===== config.mk =====
export PLATFORM = sky130hd
export DESIGN_NAME = dff_delay_line
export DESIGN_NICKNAME = d
export VERILOG_FILES = /design/src/rtl/dff_delay_line.sv
export SDC_FILE = /design/constraint.sdc
export NUM_CORES = 1
export LEC_CHECK = 0
export CAP_MARGIN = 20
export CORE_ASPECT_RATIO = 1.1
export CORE_MARGIN = 5
export CORE_UTILIZATION = 40
export DETAILED_ROUTE_END_ITERATION = 6
export GPL_TIMING_DRIVEN = 1
export HOLD_SLACK_MARGIN = 0.03
export SLEW_MARGIN = 30
export SYNTH_ARGS = -nofsm -noshare
export SYNTH_HDL_FRONTEND = slang
export SYNTH_SLANG_ARGS = --single-unit

===== constraint.sdc =====
create_clock -name clk -period 2.8 [get_ports clk]
set_clock_uncertainty 0.05 [all_clocks]
set_input_delay 0.42 -clock clk [delete_from_list [all_inputs] [get_ports clk]]
set_output_delay 0.42 -clock clk [all_outputs]
set_load 0.01 [all_outputs]

===== src/rtl/dff_delay_line.sv =====
// Multi-channel registered delay line with shared valid path, occupancy count and synchronous flush.
// HOLD_MODE=0 zero-fills idle slots; HOLD_MODE=1 freezes the whole line while en is low.
module dff_delay_line #(
  parameter int unsigned DATA_WIDTH = 16,
  parameter int unsigned CHANNELS   = 2,
  parameter int unsigned DEPTH      = 4,
  parameter int unsigned HOLD_MODE  = 0
) (
  input  logic                               clk,
  input  logic                               rstn,
  input  logic                               en,
  input  logic                               flush,
  input  logic [CHANNELS*DATA_WIDTH-1:0]     d,
  output logic [CHANNELS*DATA_WIDTH-1:0]     q,
  output logic                               q_valid,
  output logic [$clog2(DEPTH+1)-1:0]         fill_cnt,
  output logic                               full
);

  localparam int unsigned LW    = CHANNELS * DATA_WIDTH;
  localparam int unsigned CW    = $clog2(DEPTH + 1);
  localparam bit          STALL = (HOLD_MODE != 0);

  logic [DEPTH-1:0][LW-1:0] r_s;
  logic [DEPTH-1:0]         r_v;
  logic [CW-1:0]            r_fill;

  logic                     w_adv;
  logic [LW-1:0]            w_s0;
  logic signed [1:0]        w_step;
  logic signed [CW+1:0]     w_fill_sum;

  // Free-running lines advance every edge; stalled lines only on en.
  assign w_adv  = !STALL || en;
  // Idle slots are forced to zero so undriven d never propagates.
  assign w_s0   = en ? d : '0;

  // Occupancy moves by one signed step: sample in minus sample out.
  assign w_step     = $signed({1'b0, en}) - $signed({1'b0, r_v[DEPTH-1]});
  assign w_fill_sum = $signed({2'b00, r_fill}) + (CW+2)'(w_step);

  always_ff @(posedge clk or negedge rstn) begin
    if (!rstn) begin
      r_s    <= '0;
      r_v    <= '0;
      r_fill <= '0;
    end else if (flush) begin
      r_s    <= '0;
      r_v    <= '0;
      r_fill <= '0;
    end else if (w_adv) begin
      r_s[0] <= w_s0;
      r_v[0] <= en;
      for (int i = 1; i < DEPTH; i++) begin
        r_s[i] <= r_s[i-1];
        r_v[i] <= r_v[i-1];
      end
      r_fill <= w_fill_sum[CW-1:0];
    end
  end

  assign q        = r_s[DEPTH-1];
  assign q_valid  = r_v[DEPTH-1];
  assign fill_cnt = r_fill;
  assign full     = (r_fill == CW'(DEPTH));

endmodule


==> impl_results.md, run 1 <==
* Outcome: complete, no violations
* Detailed placement HPWL at 3798 um
* Avg Vias per Cell at a little under 4
* Register area at 3378 um^2
* DRC at 0
* Hold WC Path Type: in -> reg
* Vias at ~2100
* Gpl congestion at 0.7156
* Number of standard cells after synthesis at roughly 330
* DIE AREA at between 10000 and 15000 um^2
* Worst hold slack at approximately 320 ps
* Post-synth EDFFs at 0
* Max Slew Vio Count at 0
* Synth area leader: dfrtp_1
* Commonest cells in the netlist: dfrtp_1, and2b_1, nor2b_1, buf_4, and2_1
* Area grow syn2layout at 26.99%
* Buffers on Ports at 72
* Post-synthesis net count at between 300 and 400
* Final wirelength at ~6200 um
* Leak at 3.039 nW
* Worst-skew pair later-pin latency at 400 ps
* Reg clk slew, reported paths at about 50 ps
* Post-Synth XOR/XNOR Area at less than 1%
* Worst-Margin Slew at roughly 640 ps
* Worst setup EP type: output pin
* Wire per inst at roughly 12 um
* Fin nets at just over 400
* Flops & latches, synth at roughly 140
* Number of diodes at 0
* Main combinational cell family by area after synthesis: simple AND/OR/NAND/NOR gates
* Initial DRC count at 70
* Antenna Nets Post-Route at 0
* Layout cells sized above 1 at under 10%
* Most numerous cell in the Yosys netlist: dfrtp_1
* Die width at around 110 um
* Core ar. at ~11000 um^2
* First-pass GRT wire length at 10710 um
* TNS Setup at 0 ps
* Top post-synthesis cells by area: dfrtp_1, and2b_1, nor2b_1
* Worst Path Max Fanout at 3
* Peak supply drop at roughly 0.31 mV
* Synth Area in Simple Gates at about a fifth
* Synth Area in Adders at less than 1%
* WP data arrival at between 1500 and 2000 ps
* Fill cells at between 1000 and 1500
* Grt ovf at 0
* Yosys warnings at 0
* RSZ-0062 raised after global routing: no
* Total track usage at around 10%
* Most used DFF post-synth: dfrtp_1
* Worst path required time at 2330 ps
* Root buffer cell: clkbuf_16
* Final Cycle Share at roughly 72%
* Worst Path Class, Setup: reg -> out
* Slew margin rel. at between 50% and 60%
* I/O Pins at between 70 and 80
* Mapped Area at 4682 um^2
* Starting Density at between 40% and 50%
* Yosys cell types at 13
* Fmax achieved at a little under 500 MHz
* Avg Inst Size Synth at approximately 14 um^2
* Asr flop ratio synth at 100.0%
* Largest net degree at the start of global routing at 93
* CTS buffer count at 17
* Post-layout util at between 50% and 60%
* Chip height at approximately 120 um
* Max Cap Viol at 0
* Initial antenna violation count at 0
* Setup bufs post-CTS at 0
* Post-synthesis mux area share at 0%
* Vias in the first global route at around 2300
* Register area share after synthesis at 72.15%
* Tmin final at just over 2000 ps
* Pwr dens at about 730 nW/um^2
* Row count at 41
* Yosys top cell area share at between 70% and 80%
* Worst Setup Start Kind: register
* DRT Pass-1 Iters at 4
* Multi-input logic area at roughly 990 um^2
* Number of setup violations in the final report at 0
* H-tree depth at 4
* Longest Clk Path Bufs at 2
* Sink Count at 135
* Final hold viol count at 0
* TritonCTS clock tree: built
* Compound-gate portion of the synthesized area at 0%
[registers in the layout, indices dropped and copies added, names as in the netlist]
| register | count |
|---|---|
| fill_cnt | 3 |
| r_v | 4 |
| r_s | 96 |
| q | 32 |
[stage by stage]
stage | instances | cell area (um^2) | setup slack, ps | total power, mW
after global placement | 506 | 5344 | 599.3 | 2.232
after detailed placement | 506 | 5344 | 575.6 | 2.238
after floorplan | 326 | 4682 | 1115 | 2.120
after global routing | 537 | 5946 | 711.5 | 4.529
final | 537 | 5946 | 780.5 | 4.351
after CTS | 537 | 5946 | 755.9 | 4.411
[timing repair]
| item | in CTS | in global routing |
|---|---|---|
| gates resized for setup | 0 | 0 |
| endpoints found under the hold margin | 71 | 0 |
| hold buffers | 1 | 0 |
[per-layer routing]
layer,vias to the layer above,part of all wire (%),track usage (%)
met5,-,0,0
met4,0,1.8,6.086
met3,7,5.5,3.818
met2,55,52,16.93
met1,1028,41,11.31
li1,1045,-,-
[cells by family (layout without fill, tap and decap cells)]
family | count (synthesis) | count (layout)
simple gates | 136 | 136
fa+ha+maj | 3 | 3
xor+xnor | 1 | 1
buf+inv | 51 | 112
flops | 135 | 135
[path summary, 6_finish.rpt]
path                       depth (start not counted)  slack [ps]               endpoint                  start
max                                                2         780                   full  fill_cnt[1]$_DFF_PN0_
max reg2reg                                        7        1170  fill_cnt[2]$_DFF_PN0_       r_v[3]$_DFF_PN0_
min in group asynchronous                          2         540      r_s[11]$_DFF_PN0_                   rstn
min                                                2         320        q[29]$_DFF_PN0_                  flush
min reg2reg                                        1         400      r_s[88]$_DFF_PN0_      r_s[56]$_DFF_PN0_
max in group asynchronous                          3        1420      r_s[92]$_DFF_PN0_                   rstn
[report_power, final]
group | internal (mW) | switching, mW | total (mW) | leakage, nW
Sequential | 2.00 | 0.0114 | 2.01 | 1.85
Combinational | 0.101 | 0.0873 | 0.188 | 0.900
Clock | 1.42 | 0.736 | 2.15 | 0.287
[cells in the final DEF (no fill, tap or decap)]
master           count
and2_1              32
and2b_1             57
buf_12               2
buf_2                1
buf_4                2
buf_6                1
bufinv_16            2
clkbuf_1             1
clkbuf_16           17
clkbuf_8             5
clkdlybuf4s50_1     70
clkinv_2             2
clkinv_4             1
clkinvlp_4           2
dfrtp_1            135
dlygate4sd3_1        1
fa_1                 1
ha_1                 2
inv_1                5
nor2_1               2
nor2b_1             44
nor3b_1              1
xor3_1               1
[critical path, stage by stage (launching register included)]
cell	delay, ps
dfrtp_1	390
nor3b_1	200
clkdlybuf4s50_1	570
[layout make-up]
| type | count | area share (%) |
|---|---|---|
| flip-flops and latches | 135 | 56.82 |
| repair buffers | 77 | 13.15 |
| well taps | 150 | 3.157 |
| clock buffers | 23 | 8.375 |
| inverters | 5 | 0.3157 |
| multi-input cells | 140 | 16.60 |
| clock inverters | 7 | 1.578 |
(Power assumes the default switching activity.)
==> inputs of run 2 (changes only) <==
==> constraint.sdc (replaced) <==
create_clock -name clk -period 1.6 [get_ports clk]
set_clock_uncertainty 0.05 [all_clocks]
set_input_delay 0.24 -clock clk [delete_from_list [all_inputs] [get_ports clk]]
set_output_delay 0.24 -clock clk [all_outputs]
set_load 0.01 [all_outputs]
==> run 2 against run 1 <==
  * Cell count increased by 0.93%
  * Via count rose by 3.9%
  * Sequential share of layout area shrank 0.42 points
  * Flip-flop and latch count is the same
  * Core utilization grew 0.38 points
  * First-iteration DRC count decreased by 1.4%
  * Cell area grew 0.74%
  * Non-clock buffer count up 4
  * Highest routed layer unchanged
==> impl_results.md, run 2 (synthesized netlist as in run 1, its figures left out) <==
* Outcome: complete, no violations
* Area grow syn2layout at 27.93%
* Chip height at 123.5 um (unchanged)
* Slowest cell on the critical path: fa_2
* Tmin final at between 1500 and 2000 ps
* Sink Count at 135 (unchanged)
* CTS buffer count at 17 (unchanged)
* Most frequent cells in the layout: dfrtp_1, and2b_1, clkdlybuf4s50_1
* Leak at 3.177 nW (+4.5%)
* WL met3 at 345 um (unchanged)
* Top Metal Used: met4
* Met1 Wirelength at 2488 um (-2.0%)
* Peak supply drop at 0.5808 mV (+86%)
* R2R Setup Slk at 6 ps (-1160 ps)
* Vias in the first global route at 2273 (+0.62%)
* Register area at 3378 um^2 (unchanged)
* CP top delay family: adder cells
* CP peak stage delay at 510 ps (-60 ps)
* Worst-Margin Slew at 315.5 ps (-323.2 ps)
* Reg power frac at 45.8% (-0.4 points)
* Max reg flops at 96 (unchanged)
* Post-route insts no fill at 542 (+0.93%)
* Biggest register: r_s
* TNS Setup at 0 ps (unchanged)
* Commonest non-fill, non-tap cell in the layout: dfrtp_1
* Multi-input logic area at 989.7 um^2 (+0.25%)
* Starting Density at 40.74% (unchanged)
* Worst Path Class, Setup: reg -> reg
* WP data arrival at 1830 ps (+280 ps)
* Min-delay src: flush
* Pint at 6.128 mW (+74%)
* Buf/Inv on CP at 2 (+1)
* Pwr dens at 1283 nW/um^2 (+75%)
* DRT Pass-1 Iters at 3 (-1)
* Initial antenna violation count at 0 (unchanged)
* Longest Clk Path Bufs at 2 (unchanged)
* Worst-skew pair later-pin latency at 410 ps (about the same)
* Worst setup EP type: register
* Hold path depth at 2 (unchanged)
* Hold WC Path Type: in -> reg
* Reg clk slew, reported paths at 50 ps (about the same)
* Buffers on Ports at 72 (unchanged)
* Max Cap Viol at 0 (unchanged)
* Number of diodes at 0 (unchanged)
* Number of setup violations in the final report at 0 (unchanged)
* Wire per inst at 11.90 um (+2.4%)
* Detailed placement HPWL at 4036 um (+6.3%)
* Worst path required time at 1830 ps (-500 ps)
* CP dominant cell by count: ha_1
* Gpl congestion at 0.6987 (-2.4%)
* Setup bufs post-CTS at 0 (unchanged)
* WHS Endpoint: fill_cnt[0]$_DFF_PN0_
* Final hold viol count at 0 (unchanged)
* Post-layout util at 52.12% (+0.38 points)
* Layout cells sized above 1 at 10.20% (+1.2 points)
* Comb power frac at 4.5% (+0.2 points)
* Net Sw Power at 1.558 mW (+87%)
* FF-to-FF Start: r_v[3]$_DFF_PN0_
* Die width at 113.2 um (unchanged)
* Vias at 2219 (+3.9%)
* Row count at 41 (unchanged)
* Total track usage at 10.62% (+0.39 points)
* Clock Power Share at 49.8% (+0.3 points)
* Worst Path Max Fanout at 2 (-1)
* DIE AREA at 13970 um^2 (unchanged)
* DRC at 0 (unchanged)
* Core ar. at 11490 um^2 (unchanged)
* Root buffer cell: clkbuf_16
* R2R Path End: fill_cnt[1]$_DFF_PN0_
* Fmax achieved at 627.5 MHz
* Met2 WL at 3422 um (+5.3%)
* Largest net degree at the start of global routing at 80 (-14%)
* Depth of the worst register-to-register path at 6 (-1)
* First-pass GRT wire length at 10960 um (+2.3%)
* Critical path, cell by cell: ha_1, inv_1, ha_1, inv_2, fa_2, nor2_1
* Final Cycle Share at 99.60%
* Worst Setup Start Kind: register
* Antenna Nets Post-Route at 0 (unchanged)
* Grt ovf at 0 (unchanged)
* Placed cells at 510 (+0.79%)
* Slew margin rel. at 78.97% (+22 points)
* TritonCTS clock tree: built
* Sw frac at 20.27% (+1.1 points)
* Fin nets at 419 (+0.96%)
* Max Slew Vio Count at 0 (unchanged)
* Initial DRC count at 69 (-1.4%)
* RSZ-0062 raised after global routing: yes
* Avg Vias per Cell at 4.094 (+3.0%)
* I/O Pins at 73 (unchanged)
* Total power at 7.687 mW (+77%)
* Final wirelength at 6452 um (+3.3%)
* H-tree depth at 4 (unchanged)
* Fill cells at 985 (-3.2%)
[run 2: stage by stage]
step | hold WS [ps] | instance area, um^2 | worst slack [ps]
3_3_place_gp | 95.69 | 5401 | -358.9
2_1_floorplan | -105.6 | 4684 | -18.37
3_5_place_dp | 92.81 | 5401 | -379.1
6_report | 98.26 | 5989 | 6.422
5_1_grt | 88.87 | 5989 | -71.61
4_1_cts | 68.64 | 5981 | 0.3411
[run 2: power groups by stage]
stage	logic, mW	clock network [mW]	registers [mW]
6_report	0.345	3.83	3.52
5_1_grt	0.390	4.05	3.52
4_1_cts	0.359	3.92	3.52
3_5_place_dp	0.362	0	3.58
3_3_place_gp	0.355	0	3.57
2_1_floorplan	0.135	0	3.58
[run 2: layer usage]
metal  global-route usage (%)  up-vias
met3                    3.622       14
li1                         -     1054
met1                    11.74     1100
met2                    17.15       51
met5                        0        -
met4                    7.663        0
[run 2: cell type report]
cell class                 instances  share of cell area (%)
timing repair buffer              81                   13.83
tap                              150                   3.133
clock inverter                    11                   2.507
sequential                       135                   56.40
multi-input combinational        140                   16.52
clock buffer                      20                   7.291
inverter                           5                  0.3133
[run 2: what timing repair did]
| action | in CTS | in global routing |
|---|---|---|
| gates resized for setup | 14 | 5 |
| gates cloned | 0 | 0 |
| endpoints found under the hold margin | 135 | 0 |
| pin swaps | 1 | 0 |
| hold buffers | 1 | 0 |
| endpoints found under the setup margin | 16 | 6 |
[run 2: worst max path at each step]
stage | slack, ps | cells past startpoint | startpoint | endpoint
after floorplan | -20 | 7 | r_v[3]$_DFF_PN0_ | fill_cnt[2]$_DFF_PN0_
after global placement | -360 | 9 | en | fill_cnt[2]$_DFF_PN0_
after detailed placement | -380 | 8 | en | fill_cnt[1]$_DFF_PN0_
after CTS | 0.3 | 6 | r_v[3]$_DFF_PN0_ | fill_cnt[1]$_DFF_PN0_
after global routing | -70 | 7 | r_v[3]$_DFF_PN0_ | fill_cnt[2]$_DFF_PN0_
final | 6 | 6 | r_v[3]$_DFF_PN0_ | fill_cnt[1]$_DFF_PN0_
==> inputs of run 3 (changes only) <==
--- a/config.mk
+++ b/config.mk
@@ -9,10 +9,13 @@
 export CORE_ASPECT_RATIO = 1.1
 export CORE_MARGIN = 5
 export CORE_UTILIZATION = 40
+export CTS_CLUSTER_DIAMETER = 150
 export DETAILED_ROUTE_END_ITERATION = 6
 export GPL_TIMING_DRIVEN = 1
 export HOLD_SLACK_MARGIN = 0.03
+export PLACE_DENSITY_LB_ADDON = 0.15
 export SLEW_MARGIN = 30
 export SYNTH_ARGS = -nofsm -noshare
 export SYNTH_HDL_FRONTEND = slang
 export SYNTH_SLANG_ARGS = --single-unit
+export TNS_END_PERCENT = 5
==> run 3 against run 2 <==
  * Critical path depth rose by 1
  * Clock power rose by 8.9%
  * Cell count fell by 0.18%
  * Sequential share of layout area fell by 0.56 points
  * The run now ends with negative setup slack left
  * Largest cell class unchanged
  * Routed wire length fell by 1.5%
  * Core utilization rose by 0.52 points
  * Die area did not move
  * Sequential power barely moved
  * Count of clock-buffer cells in the layout fell by 3
  * Critical endpoint is now fill_cnt[2]$_DFF_PN0_
==> impl_results.md, run 3 (synthesized netlist as in run 1, its figures left out) <==
* Outcome: finished with violations
* Failing checks: negative setup slack
* Worst Path Max Fanout at 2 (unchanged)
* Final Cycle Share at 101.9% (+2.3 points)
* WP data arrival at 1870 ps (+40 ps)
* Peak supply drop at 0.6004 mV (+3.4%)
* Sink Count at 135 (unchanged)
* Worst path required time at 1840 ps (about the same)
* Hold WC Path Type: in -> reg
* Buffers on Ports at 72 (unchanged)
* I/O Pins at 73 (unchanged)
* Root buffer cell: clkbuf_16
* TritonCTS clock tree: built
* Core ar. at 11490 um^2 (unchanged)
* DRT Pass-1 Iters at 3 (unchanged)
* Reg clk slew, reported paths at 60 ps (about the same)
* DRC at 0 (unchanged)
* Antenna Nets Post-Route at 0 (unchanged)
* Worst setup EP type: register
* Vias at 2150 (-3.1%)
* Worst Path Class, Setup: reg -> reg
* Final instance area at 6050 um^2 (+1.0%)
* Max reg flops at 96 (unchanged)
* Max Cap Viol at 0 (unchanged)
* Fmax achieved at 613.4 MHz (-2.2%)
* Biggest register: r_s
* Critical path, cell by cell: ha_1, inv_1, ha_1, inv_1, fa_2, xor3_1, nor2_1
* CP peak stage delay at 390 ps (-120 ps)
* First-pass GRT wire length at 10940 um (-0.13%)
* Max Slew Vio Count at 0 (unchanged)
* Wire per inst at 11.75 um (-1.3%)
* Area grow syn2layout at 29.21%
* Detailed placement HPWL at 3822 um (-5.3%)
* Initial antenna violation count at 0 (unchanged)
* Pwr dens at 1325 nW/um^2 (+3.3%)
* Grt ovf at 0 (unchanged)
* Slew margin rel. at 75.28% (-3.7 points)
* Starting Density at 40.74% (unchanged)
* Most frequent cells in the layout: dfrtp_1, and2b_1, clkdlybuf4s50_1
* Fin nets at 417 (-0.48%)
* Tmin final at 1630 ps (+36.65 ps)
* Row count at 41 (unchanged)
* Final hold viol count at 0 (unchanged)
* Worst setup margin at -30.23 ps (-36.65 ps)
* Placed standard-cell area at 5376 um^2 (-0.46%)
* RSZ-0062 raised after global routing: yes
* DIE AREA at 13970 um^2 (unchanged)
* Final wirelength at 6357 um (-1.5%)
* Commonest non-fill, non-tap cell in the layout: dfrtp_1
* H-tree depth at 4 (unchanged)
* Worst-skew pair later-pin latency at 400 ps (about the same)
* Vias in the first global route at 2275 (+0.088%)
* Worst Setup Start Kind: register
* Worst-Margin Slew at 370.7 ps (+55.22 ps)
* Avg Vias per Cell at 3.974 (-2.9%)
* CP top delay family: adder cells
* Slowest cell on the critical path: dfrtp_1
* CTS buffer count at 17 (unchanged)
* Largest net degree at the start of global routing at 85 (+6.3%)
* Initial DRC count at 60 (-13%)
* Total track usage at 10.51% (-0.10 points)
* Buf/Inv on CP at 2 (unchanged)
* Chip height at 123.5 um (unchanged)
* TNS Setup at -47.58 ps (-47.58 ps)
* Number of diodes at 0 (unchanged)
* Gpl congestion at 0.6218 (-11%)
* Die width at 113.2 um (unchanged)
* Leak at 3.260 nW (+2.6%)
* Layout cells sized above 1 at 11.00% (+0.79 points)
* Longest Clk Path Bufs at 2 (unchanged)
* Number of setup violations in the final report at 2 (+2)
==> run 3: cell types whose count changed in the layout (fill, tap and decap cells not counted), sizes merged <==
| cell | previous run | this run |
|---|---|---|
| dlygate4sd2 | 13 | 3 |
| dlymetal6s2s | 3 | 9 |
| clkdlybuf4s50 | 53 | 56 |
| bufinv | 3 | 5 |
| clkbuf | 20 | 18 |
| clkinv | 4 | 6 |
| buf | 10 | 9 |
| clkdlybuf4s15 | 1 | 0 |
| clkinvlp | 2 | 3 |
| inv | 7 | 6 |
==> run 3: final cells by class <==
cell class                      instances  area, um^2
Fill cell                             990        5441
Sequential cell                       135        3378
Multi-Input combinational cell        140       989.7
Timing Repair Buffer                   79       823.3
Clock buffer                           17       425.4
Clock inverter                         15       226.5
Tap cell                              150       187.7
Inverter                                5       18.77
==> run 3: per-stage QoR <==
step                      power, mW  hold WS (ps)  cells  util [%]  setup slack [ps]
after global placement        3.917         106.5    508     46.79            -350.1
after CTS                     8.159         93.24    541     52.48            -35.26
after floorplan               3.711        -105.6    326         -            -18.37
after detailed placement      3.930         114.9    508     46.79            -412.3
final                         8.019         109.3    541     52.65            -30.23
after global routing          8.367         117.0    541     52.65            -141.1
==> run 3: final timing paths <==
| kind | endpoint | start | cells after the start | slack (ps) |
|---|---|---|---|---|
| max | fill_cnt[2]$_DFF_PN0_ | r_v[3]$_DFF_PN0_ | 7 | -30 |
| min | fill_cnt[1]$_DFF_PN0_ | flush | 2 | 110 |
| max reg2reg | fill_cnt[2]$_DFF_PN0_ | r_v[3]$_DFF_PN0_ | 7 | -30 |
| min reg2reg | r_s[74]$_DFF_PN0_ | r_s[42]$_DFF_PN0_ | 1 | 400 |
| max in group asynchronous | r_s[67]$_DFF_PN0_ | rstn | 3 | 660 |
| min in group asynchronous | r_s[37]$_DFF_PN0_ | rstn | 2 | 250 |
==> run 3: where the power goes <==
| group | switching [mW] | internal (mW) | leakage (nW) |
|---|---|---|---|
| clock | 1.40 | 2.77 | 0.309 |
| combinational | 0.156 | 0.177 | 1.10 |
| sequential | 0.0200 | 3.50 | 1.85 |
==> run 3: what timing repair did <==
| action | in CTS | in global routing |
|---|---|---|
| endpoints found under the hold margin | 36 | 0 |
| resized for setup | 5 | 12 |
| buffers inserted | 0 | 0 |
| pin swaps | 1 | 0 |
| setup endpoints to repair | 7 | 12 |
| hold buffers | 1 | 0 |
==> run 3: layer usage <==
metal	global-route usage [%]	vias to the layer above	wire, um
met5	0	-	0
met4	5.635	0	117
met2	17.33	47	3318
li1	-	1053	-
met3	4.503	12	362
met1	11.55	1038	2559
